## config.mk

```make
export PLATFORM = sky130hd
export DESIGN_NAME = frame_write_sched
export DESIGN_NICKNAME = d
export VERILOG_FILES = /design/src/rtl/frame_write_sched.sv
export SDC_FILE = /design/constraint.sdc
export NUM_CORES = 1
export LEC_CHECK = 0
export CAP_MARGIN = 10
export CORE_ASPECT_RATIO = 1.2
export CORE_MARGIN = 2
export CORE_UTILIZATION = 40
export DETAILED_ROUTE_END_ITERATION = 10
export GPL_ROUTABILITY_DRIVEN = 1
export PLACE_DENSITY = 0.88
export SLEW_MARGIN = 10
export SYNTH_ARGS = -nofsm -noshare
export SYNTH_HDL_FRONTEND = slang
export SYNTH_SLANG_ARGS = --single-unit
```

## constraint.sdc

```tcl
create_clock -name clk -period 2.5 [get_ports clk]
set_input_delay 0.5 -clock clk [delete_from_list [all_inputs] [get_ports clk]]
set_output_delay 0.5 -clock clk [all_outputs]
set_load 0.01 [all_outputs]
```

## src/rtl/frame_write_sched.sv

```systemverilog
// Frame memory write sequencer: validates the box, runs the header then body
// clients, and arbitrates their write ports onto one registered memory port.
module frame_write_sched #(
  parameter int ADDR_W    = 24,
  parameter int DATA_W    = 16,
  parameter int BODY_BASE = 4,
  parameter int TIMEOUT   = 1024
) (
  input  logic              clk,
  input  logic              rst,
  input  logic              start,
  input  logic [10:0]       xMin,
  input  logic [10:0]       xMax,
  input  logic [10:0]       yMin,
  input  logic [10:0]       yMax,
  output logic              busy,
  output logic              done,
  output logic [1:0]        err_code,
  output logic [15:0]       wr_count,
  output logic [10:0]       box_xMin,
  output logic [10:0]       box_xMax,
  output logic [10:0]       box_yMin,
  output logic [10:0]       box_yMax,
  output logic              hdr_start,
  input  logic              hdr_done,
  input  logic [ADDR_W-1:0] hdr_addr,
  input  logic              hdr_wren,
  input  logic [DATA_W-1:0] hdr_wrdata,
  output logic              body_start,
  input  logic              body_done,
  input  logic [ADDR_W-1:0] body_addr,
  input  logic              body_wren,
  input  logic [DATA_W-1:0] body_wrdata,
  output logic [ADDR_W-1:0] mem_addr,
  output logic              mem_wren,
  output logic [DATA_W-1:0] mem_wrdata
);

  localparam int WD_W = (TIMEOUT > 2) ? $clog2(TIMEOUT) : 1;
  localparam logic [WD_W-1:0]   WD_LAST = WD_W'(TIMEOUT - 1);
  localparam logic [ADDR_W-1:0] BASE    = ADDR_W'(BODY_BASE);

  typedef enum logic [2:0] {
    S_IDLE, S_CHECK, S_HDR_START, S_HDR_RUN,
    S_BODY_START, S_BODY_RUN, S_DONE, S_ERR
  } state_t;

  state_t            state, next_state;
  logic [WD_W-1:0]   wd;
  logic              accept, hdr_stray, body_stray, wd_expired;
  logic              err_load;
  logic [1:0]        err_next;
  logic [ADDR_W-1:0] grant_addr;
  logic              grant_wren;
  logic [DATA_W-1:0] grant_data;

  assign accept     = start && (state == S_IDLE || state == S_DONE || state == S_ERR);
  assign hdr_stray  = hdr_wren && (state == S_BODY_START || state == S_BODY_RUN);
  assign body_stray = body_wren && (state == S_CHECK || state == S_HDR_START || state == S_HDR_RUN);
  assign wd_expired = (wd == WD_LAST);

  assign busy       = (state == S_CHECK) || (state == S_HDR_START) || (state == S_HDR_RUN) ||
                      (state == S_BODY_START) || (state == S_BODY_RUN);
  assign done       = (state == S_DONE) || (state == S_ERR);
  assign hdr_start  = (state == S_HDR_START);
  assign body_start = (state == S_BODY_START);

  // A stray write outranks every other event; a phase's done outranks its timeout.
  always_comb begin
    next_state = state;
    err_load   = 1'b0;
    err_next   = 2'b00;
    if (hdr_stray || body_stray) begin
      next_state = S_ERR;
      err_load   = 1'b1;
      err_next   = 2'b11;
    end else begin
      case (state)
        S_IDLE, S_DONE, S_ERR: if (start) next_state = S_CHECK;
        S_CHECK: begin
          if (box_xMax <= box_xMin || box_yMax <= box_yMin) begin
            next_state = S_ERR;
            err_load   = 1'b1;
            err_next   = 2'b01;
          end else begin
            next_state = S_HDR_START;
          end
        end
        S_HDR_START: next_state = S_HDR_RUN;
        S_HDR_RUN: begin
          if (hdr_done) begin
            next_state = S_BODY_START;
          end else if (wd_expired) begin
            next_state = S_ERR;
            err_load   = 1'b1;
            err_next   = 2'b10;
          end
        end
        S_BODY_START: next_state = S_BODY_RUN;
        S_BODY_RUN: begin
          if (body_done) begin
            next_state = S_DONE;
          end else if (wd_expired) begin
            next_state = S_ERR;
            err_load   = 1'b1;
            err_next   = 2'b10;
          end
        end
        default: next_state = S_IDLE;
      endcase
    end
  end

  always_comb begin
    grant_addr = '0;
    grant_wren = 1'b0;
    grant_data = '0;
    if (state == S_HDR_RUN) begin
      grant_addr = hdr_addr;
      grant_wren = hdr_wren;
      grant_data = hdr_wrdata;
    end else if (state == S_BODY_RUN) begin
      grant_addr = body_addr + BASE;
      grant_wren = body_wren;
      grant_data = body_wrdata;
    end
  end

  always_ff @(posedge clk) begin
    if (rst) begin
      state      <= S_IDLE;
      wd         <= '0;
      err_code   <= 2'b00;
      wr_count   <= 16'd0;
      box_xMin   <= '0;
      box_xMax   <= '0;
      box_yMin   <= '0;
      box_yMax   <= '0;
      mem_addr   <= '0;
      mem_wren   <= 1'b0;
      mem_wrdata <= '0;
    end else begin
      state      <= next_state;
      mem_addr   <= grant_addr;
      mem_wren   <= grant_wren;
      mem_wrdata <= grant_data;
      if (state == S_HDR_START || state == S_BODY_START)
        wd <= '0;
      else if (state == S_HDR_RUN || state == S_BODY_RUN)
        wd <= wd + 1'b1;
      if (accept) begin
        box_xMin <= xMin;
        box_xMax <= xMax;
        box_yMin <= yMin;
        box_yMax <= yMax;
        err_code <= 2'b00;
        wr_count <= 16'd0;
      end else begin
        if (err_load) err_code <= err_next;
        // Counts alongside the registered write so it matches mem_wren.
        if (grant_wren && wr_count != 16'hFFFF) wr_count <= wr_count + 16'd1;
      end
    end
  end

endmodule

```

==> results by group, run 1 <==
Outcome
  – Status: finished clean

Logic synthesis
  – Compound-Gate Fraction of Synth Area: 17.1%
  – Post-synth EDFFs: 0
  – Most frequent cells after synthesis: dfxtp_1 (116), nand2_1 (115), a21oi_1 (65)
  – Adder-Cell Fraction of Synth Area: 6.53%
  – Top_reg_cell synth: dfxtp_1
  – Yosys cell types: 49
  – Warnings from Yosys: 0
  – Synth area leaders: dfxtp_1 (43%), nand2_1 (8.0%), ha_1 (6.5%)
  – Area share of the largest cell type after synthesis: 43.3%
  – Post-Synth Simple-Gate Area: 21.6%
  – Xor and xnor area share after synthesis: 6.04%
  – Post-synthesis mux area share: 0.373%
  – Syn Inst Count: 649
  – Post-Syn Area: 5360 um2
  – Synth area leader: dfxtp_1
  – Syn_area_per_cell: 8.26 um2
  – Count leader, synth: dfxtp_1
  – Register area share after synthesis: 43.3%
  – Seq cells post-synth: 116
  – Syn nets: 808
  – Largest family of logic cells by synthesized area: simple AND/OR/NAND/NOR gates
  – Post-synth ARST share: 0%

Worst setup path
  – Crit Path Category: reg2out
  – WP data arrival: 1.77 ns
  – Setup slack, reg-to-reg: 0.36 ns
  – R2R Path Start: box_yMin[6]
  – Critical Path End: body_start
  – R2r endpoint: err_code[1]
  – Worst setup SP type: register
  – CP endpoint kind: output pin
  – Worst Path Required: 2.00 ns
  – R2R cell count: 8
  – Critical path startpoint: state[2]
  – CP max FO: 14

Clock tree
  – Clock sink count: 116
  – Clock Tree Root: clkbuf_16
  – Setup bufs post-CTS: 0
  – H-tree depth: 4
  – Clk_lat worst skew: 0.41 ns
  – Max clock buf depth: 2
  – Worst-path clk slew: 0.06 ns
  – CTS tree: done
  – CTS Buf Count: 17

Global routing
  – Gr ovfl total: 0
  – First-pass GRT wire length: 24900 um
  – Vias in the first global route: 5278
  – Initial antenna violation count: 0
  – Largest net degree at the start of global routing: 72
  – Total track usage: 22.2%

Die
  – Die area: 14400 um2
  – Core ar.: 13200 um2
  – Die height: 131 um
  – Io pins: 238
  – Site Rows: 46
  – Starting Density: 40.7%
  – Die X: 110 um

STA
  – Final Hold Viols: 0
  – Clk_skew: 0.0122 ns
  – RSZ-0062 raised after global routing: false
  – Max Fclk: 440 MHz
  – Final worst-path cycle share: 91.0%
  – Max-slew violations: 0
  – Max-slew headroom at the worst pin: 54.1%
  – Final setup fails: 0
  – Worst-margin pin slew: 0.689 ns
  – Fin crit period: 2.27 ns
  – Setup TNS: 0 ns

Placed design
  – Detail Placement HPWL: 12100 um
  – GPL Wtd Cong: 0.878
  – Port bufs: 237

Final layout
  – Layout area overhead: 59.6%
  – Nets: 1048
  – Layout fillers: 1142
  – Multi-input gate area: 2800 um2
  – Fin util: 65.0%
  – Ant. Diodes: 0
  – Share of cells above drive strength 1: 7.21%
  – Reg area: 2320 um2

Flow run
  – Max cap viols: 0

Route
  – DRC Markers: 0
  – Final WL: 16200 um
  – Via count: 5507
  – Detail-routed via count per cell: 5.15
  – DR WL/cell: 15.1 um
  – Post-route ant nets: 0
  – DR pass1 iterations: 5
  – DRT iter0 DRCs: 304

Power
  – Pleak: 3.17 nW
  – Maximum VDD drop: 0.460 mV
  – Sw Share: 34.0%
  – Clock power share: 31.5%
  – Seq pwr share: 31.5%
  – Comb power frac: 37.1%
  – Pwr/cell area: 887 nW/um2
  – Cell Int Power: 5.01 mW
  – NetSw: 2.58 mW

Hold path
  – Worst Hold Class: in2reg
worst max-delay path, cell delays in order, from the launching register on:
cell	delay [ns]
dfxtp_2	0.49
nand2b_4	0.10
nor2_1	0.20
clkdlybuf4s50_1	0.58
timing repair:
item	4_1_cts	5_1_grt
hold buffers	0	0
endpoints found under the setup margin	0	3
gates resized for setup	0	2
power groups by stage:
stage / Clock [mW] / Combinational (mW) / Sequential (mW)
after floorplan: 0 / 1.49 / 2.46
after global placement: 0 / 2.74 / 2.41
after detailed placement: 0 / 2.80 / 2.43
after CTS: 2.44 / 2.83 / 2.39
after global routing: 2.53 / 3.09 / 2.43
final: 2.39 / 2.81 / 2.39
layout by cell type (no fill, tap or decap), types with 3 or more instances in the layout:
master	count
clkdlybuf4s50_1	236
nand2_1	115
dfxtp_1	114
a21oi_1	65
nor2_1	62
inv_1	32
ha_1	28
a22oi_1	26
xor2_1	21
nand3_1	18
clkbuf_16	17
xnor2_1	16
o21ai_0	14
nand4_1	14
a22o_1	14
buf_4	14
or3_1	11
nor3_1	8
and3_1	5
a21o_1	4
clkinvlp_4	4
and4_1	3
a211oi_1	3
nor4_1	3
o31ai_1	3
clkinv_4	3
inv_6	3
flip-flops by register name (all words and copies together), names as in the netlist:
| register | flops |
|---|---|
| wr_count | 16 |
| box_xMin | 11 |
| mem_addr | 24 |
| state | 3 |
| err_code | 2 |
| mem_wrdata | 16 |
| box_xMax | 11 |
| mem_wren | 1 |
| wd | 10 |
| box_yMin | 11 |
| box_yMax | 11 |
layer usage:
metal  GRT usage [%]  wire (um)  vias to the layer above
met5               0          0                        -
met4            10.4        461                        0
met3            6.94       1240                       32
met2            40.1       8190                      212
met1            23.4       6300                     2537
li1                -          -                     2726
worst min-delay path by stage:
| stage | start | to | depth (start not counted) | slack [ns] |
|---|---|---|---|---|
| detailed placement | box_xMin[5] | box_xMin[5] | 2 | 0.46 |
| global route | rst | mem_wrdata[2] | 2 | 0.45 |
| CTS | rst | mem_wrdata[2] | 2 | 0.45 |
| floorplan | wd[1] | wd[1] | 2 | 0.45 |
| global placement | box_xMin[5] | box_xMin[5] | 2 | 0.46 |
| finish | rst | mem_wrdata[2] | 2 | 0.46 |
per-stage QoR:
| step | setup WS (ns) | hold WS, ns | area, um2 | instances | total power [mW] |
|---|---|---|---|---|---|
| floorplan | 0.648 | 0.454 | 5360 | 649 | 3.95 |
| global placement | 0.0559 | 0.458 | 7970 | 1038 | 5.15 |
| detailed placement | 0.0141 | 0.464 | 7970 | 1038 | 5.23 |
| CTS | 0.0477 | 0.454 | 8560 | 1070 | 7.66 |
| global route | 0.127 | 0.451 | 8560 | 1070 | 8.06 |
| finish | 0.226 | 0.463 | 8560 | 1070 | 7.60 |
kinds of logic (layout without fill, tap and decap cells):
group / Yosys count / count (layout)
fa+ha+maj: 28 / 28
flops: 116 / 116
compound gates: 145 / 145
simple gates: 256 / 256
xor+xnor: 37 / 37
mux: 2 / 2
buf+inv: 65 / 318
layout make-up:
class	count	area share, %
clock buffers	18	5.13
well taps	168	2.46
repair buffers	253	29.3
flip-flops and latches	116	27.2
multi-input cells	468	32.7
inverters	33	1.45
clock inverters	14	1.78
Power figures use the tool's default switching activity.
==> inputs of run 2 (changes only) <==
CORE_MARGIN = not set   (was 2)
==> results by group, run 2 (same netlist as run 1, synthesis figures left out) <==
Final layout
  – Ant. Diodes: 0
  – Biggest regs: mem_addr: 24 flops, mem_wrdata: 16 flops, wr_count: 16 flops
  – Commonest non-fill, non-tap cell in the layout: clkdlybuf4s50_1
  – Finished Cell Area: 8510 um2
  – Commonest cells after routing, fill and taps aside: clkdlybuf4s50_1 (236), nand2_1 (115), dfxtp_1 (114)
  – Nets: 1047
  – Non-Filler Instances: 1069
  – Max reg flops: 24
  – Share of cells above drive strength 1: 7.10%
  – Layout fillers: 1077
  – Fin util: 64.9%
  – Layout area overhead: 58.7%
  – Largest Register: mem_addr

Power
  – NetSw: 2.55 mW
  – Cell Int Power: 4.91 mW
  – Sw Share: 34.2%
  – Clock power share: 30.6%
  – Comb power frac: 37.3%
  – Maximum VDD drop: 0.440 mV
  – Pwr/cell area: 876 nW/um2
  – Seq pwr share: 32.1%
  – Pleak: 3.14 nW

Worst setup path
  – Crit Path Category: reg2out
  – Cell breakdown of the critical path: nor3_1 -> a21oi_1 -> clkdlybuf4s50_1
  – CP max FO: 8
  – R2R cell count: 8
  – Crit-path max cell delay: 0.60 ns
  – Worst setup SP type: register
  – CP endpoint kind: output pin
  – R2R Path Start: box_yMin[6]
  – WP data arrival: 1.82 ns
  – CP max stage cell: clkdlybuf4s50_1
  – Worst Path Required: 2.00 ns
  – Critical path startpoint: state[0]

Die
  – Io pins: 238
  – Starting Density: 40.9%
  – Die area: 13900 um2
  – Core ar.: 13100 um2
  – Die height: 129 um
  – Die X: 108 um
  – Site Rows: 46

STA
  – Max-slew headroom at the worst pin: 56.8%
  – Final setup fails: 0
  – RSZ-0062 raised after global routing: false
  – Fin crit period: 2.32 ns
  – Hold Slack: 0.464 ns
  – Final worst-path cycle share: 92.7%
  – Worst-margin pin slew: 0.648 ns
  – Final Hold Viols: 0
  – Clk_skew: 0.00709 ns
  – Max-slew violations: 0
  – Max Fclk: 431 MHz

Clock tree
  – Worst-path clk slew: 0.05 ns
  – Max clock buf depth: 2
  – Clock sink count: 116
  – Hold-fix buffers, CTS: 0
  – Clk_lat worst skew: 0.40 ns
  – Clock Tree Root: clkbuf_16
  – CTS Buf Count: 17
  – H-tree depth: 4
  – CTS tree: done

Global routing
  – Total track usage: 22.6%
  – Largest net degree at the start of global routing: 50
  – Gr ovfl total: 0
  – First-pass GRT wire length: 24500 um
  – Initial antenna violation count: 0
  – Vias in the first global route: 5107

Route
  – DRT iter0 DRCs: 259
  – Final WL: 15900 um
  – DRC Markers: 0
  – Detail-routed via count per cell: 5.14
  – DR pass1 iterations: 8
  – Post-route ant nets: 0
  – Via count: 5499
  – DR WL/cell: 14.8 um

Placed design
  – Placed Area: 7940 um2
  – Detail Placement HPWL: 11900 um
  – GPL Wtd Cong: 0.829
  – Port bufs: 237
  – Placed cells: 1037

Hold path
  – Hold Crit Depth: 2
  – Worst Hold Class: in2reg
  – Worst hold start: rst

Flow run
  – Max cap viols: 0

Outcome
  – Status: finished clean
[run 2: cell count changes in the layout (fill, tap and decap cells not counted)]
cell / before / now
clkinv_4: 3 / 2
clkinvlp_4: 4 / 6
bufinv_16: 2 / 1
nor3_4: 1 / 0
nor3_2: 0 / 1
buf_12: 2 / 1
[run 2: timing repair]
action                                  in CTS  in global routing
resized for setup                            0                  2
buffers inserted                             0                  0
endpoints found under the hold margin        0                  0
endpoints found under the setup margin       0                  3
[run 2: final cells by class]
type / count / area (um2) / area share [%]
clock inverters: 14 / 129 / 1.51
clock buffers: 18 / 439 / 5.16
well taps: 168 / 210 / 2.47
inverters: 33 / 124 / 1.46
repair buffers: 252 / 2490 / 29.3
flip-flops and latches: 116 / 2320 / 27.3
multi-input cells: 468 / 2790 / 32.8
[run 2: layer usage]
layer	part of all wire, %	up-vias	global-route usage (%)
met5	0	-	0
met1	37	2545	23.5
met3	7.3	21	7.24
met2	54	204	42.5
met4	1.5	0	7.33
li1	-	2729	-
[run 2: critical path, delay by kind of cell, from the launching register on]
| kind | cells | cell delay (ns) |
|---|---|---|
| AOI/OAI and AO/OA | 1 | 0.19 |
| buffers and inverters | 1 | 0.60 |
| and+or+nand+nor | 1 | 0.11 |
| DFF | 1 | 0.52 |
[run 2: path summary, 6_finish.rpt]
path | slack [ns] | endpoint
hold reg to reg | 0.47 | box_xMax[9]
setup reg to reg | 0.41 | err_code[1]
hold / removal | 0.46 | state[2]
setup / recovery | 0.18 | busy
[run 2: stage by stage]
stage	setup WS, ns	TNS, ns	power, mW
4_1_cts	0.0254	0	7.52
3_3_place_gp	0.0461	0	5.14
3_5_place_dp	-0.0482	-0.106	5.20
6_report	0.182	0	7.45
5_1_grt	0.0479	0	7.92
2_1_floorplan	0.648	0	3.95
[run 2: power by group through the flow]
| stage | registers [mW] | logic [mW] | clock network, mW |
|---|---|---|---|
| 6_report | 2.39 | 2.78 | 2.28 |
| 4_1_cts | 2.39 | 2.80 | 2.33 |
| 3_3_place_gp | 2.41 | 2.72 | 0 |
| 3_5_place_dp | 2.42 | 2.77 | 0 |
| 2_1_floorplan | 2.46 | 1.49 | 0 |
| 5_1_grt | 2.43 | 3.07 | 2.42 |
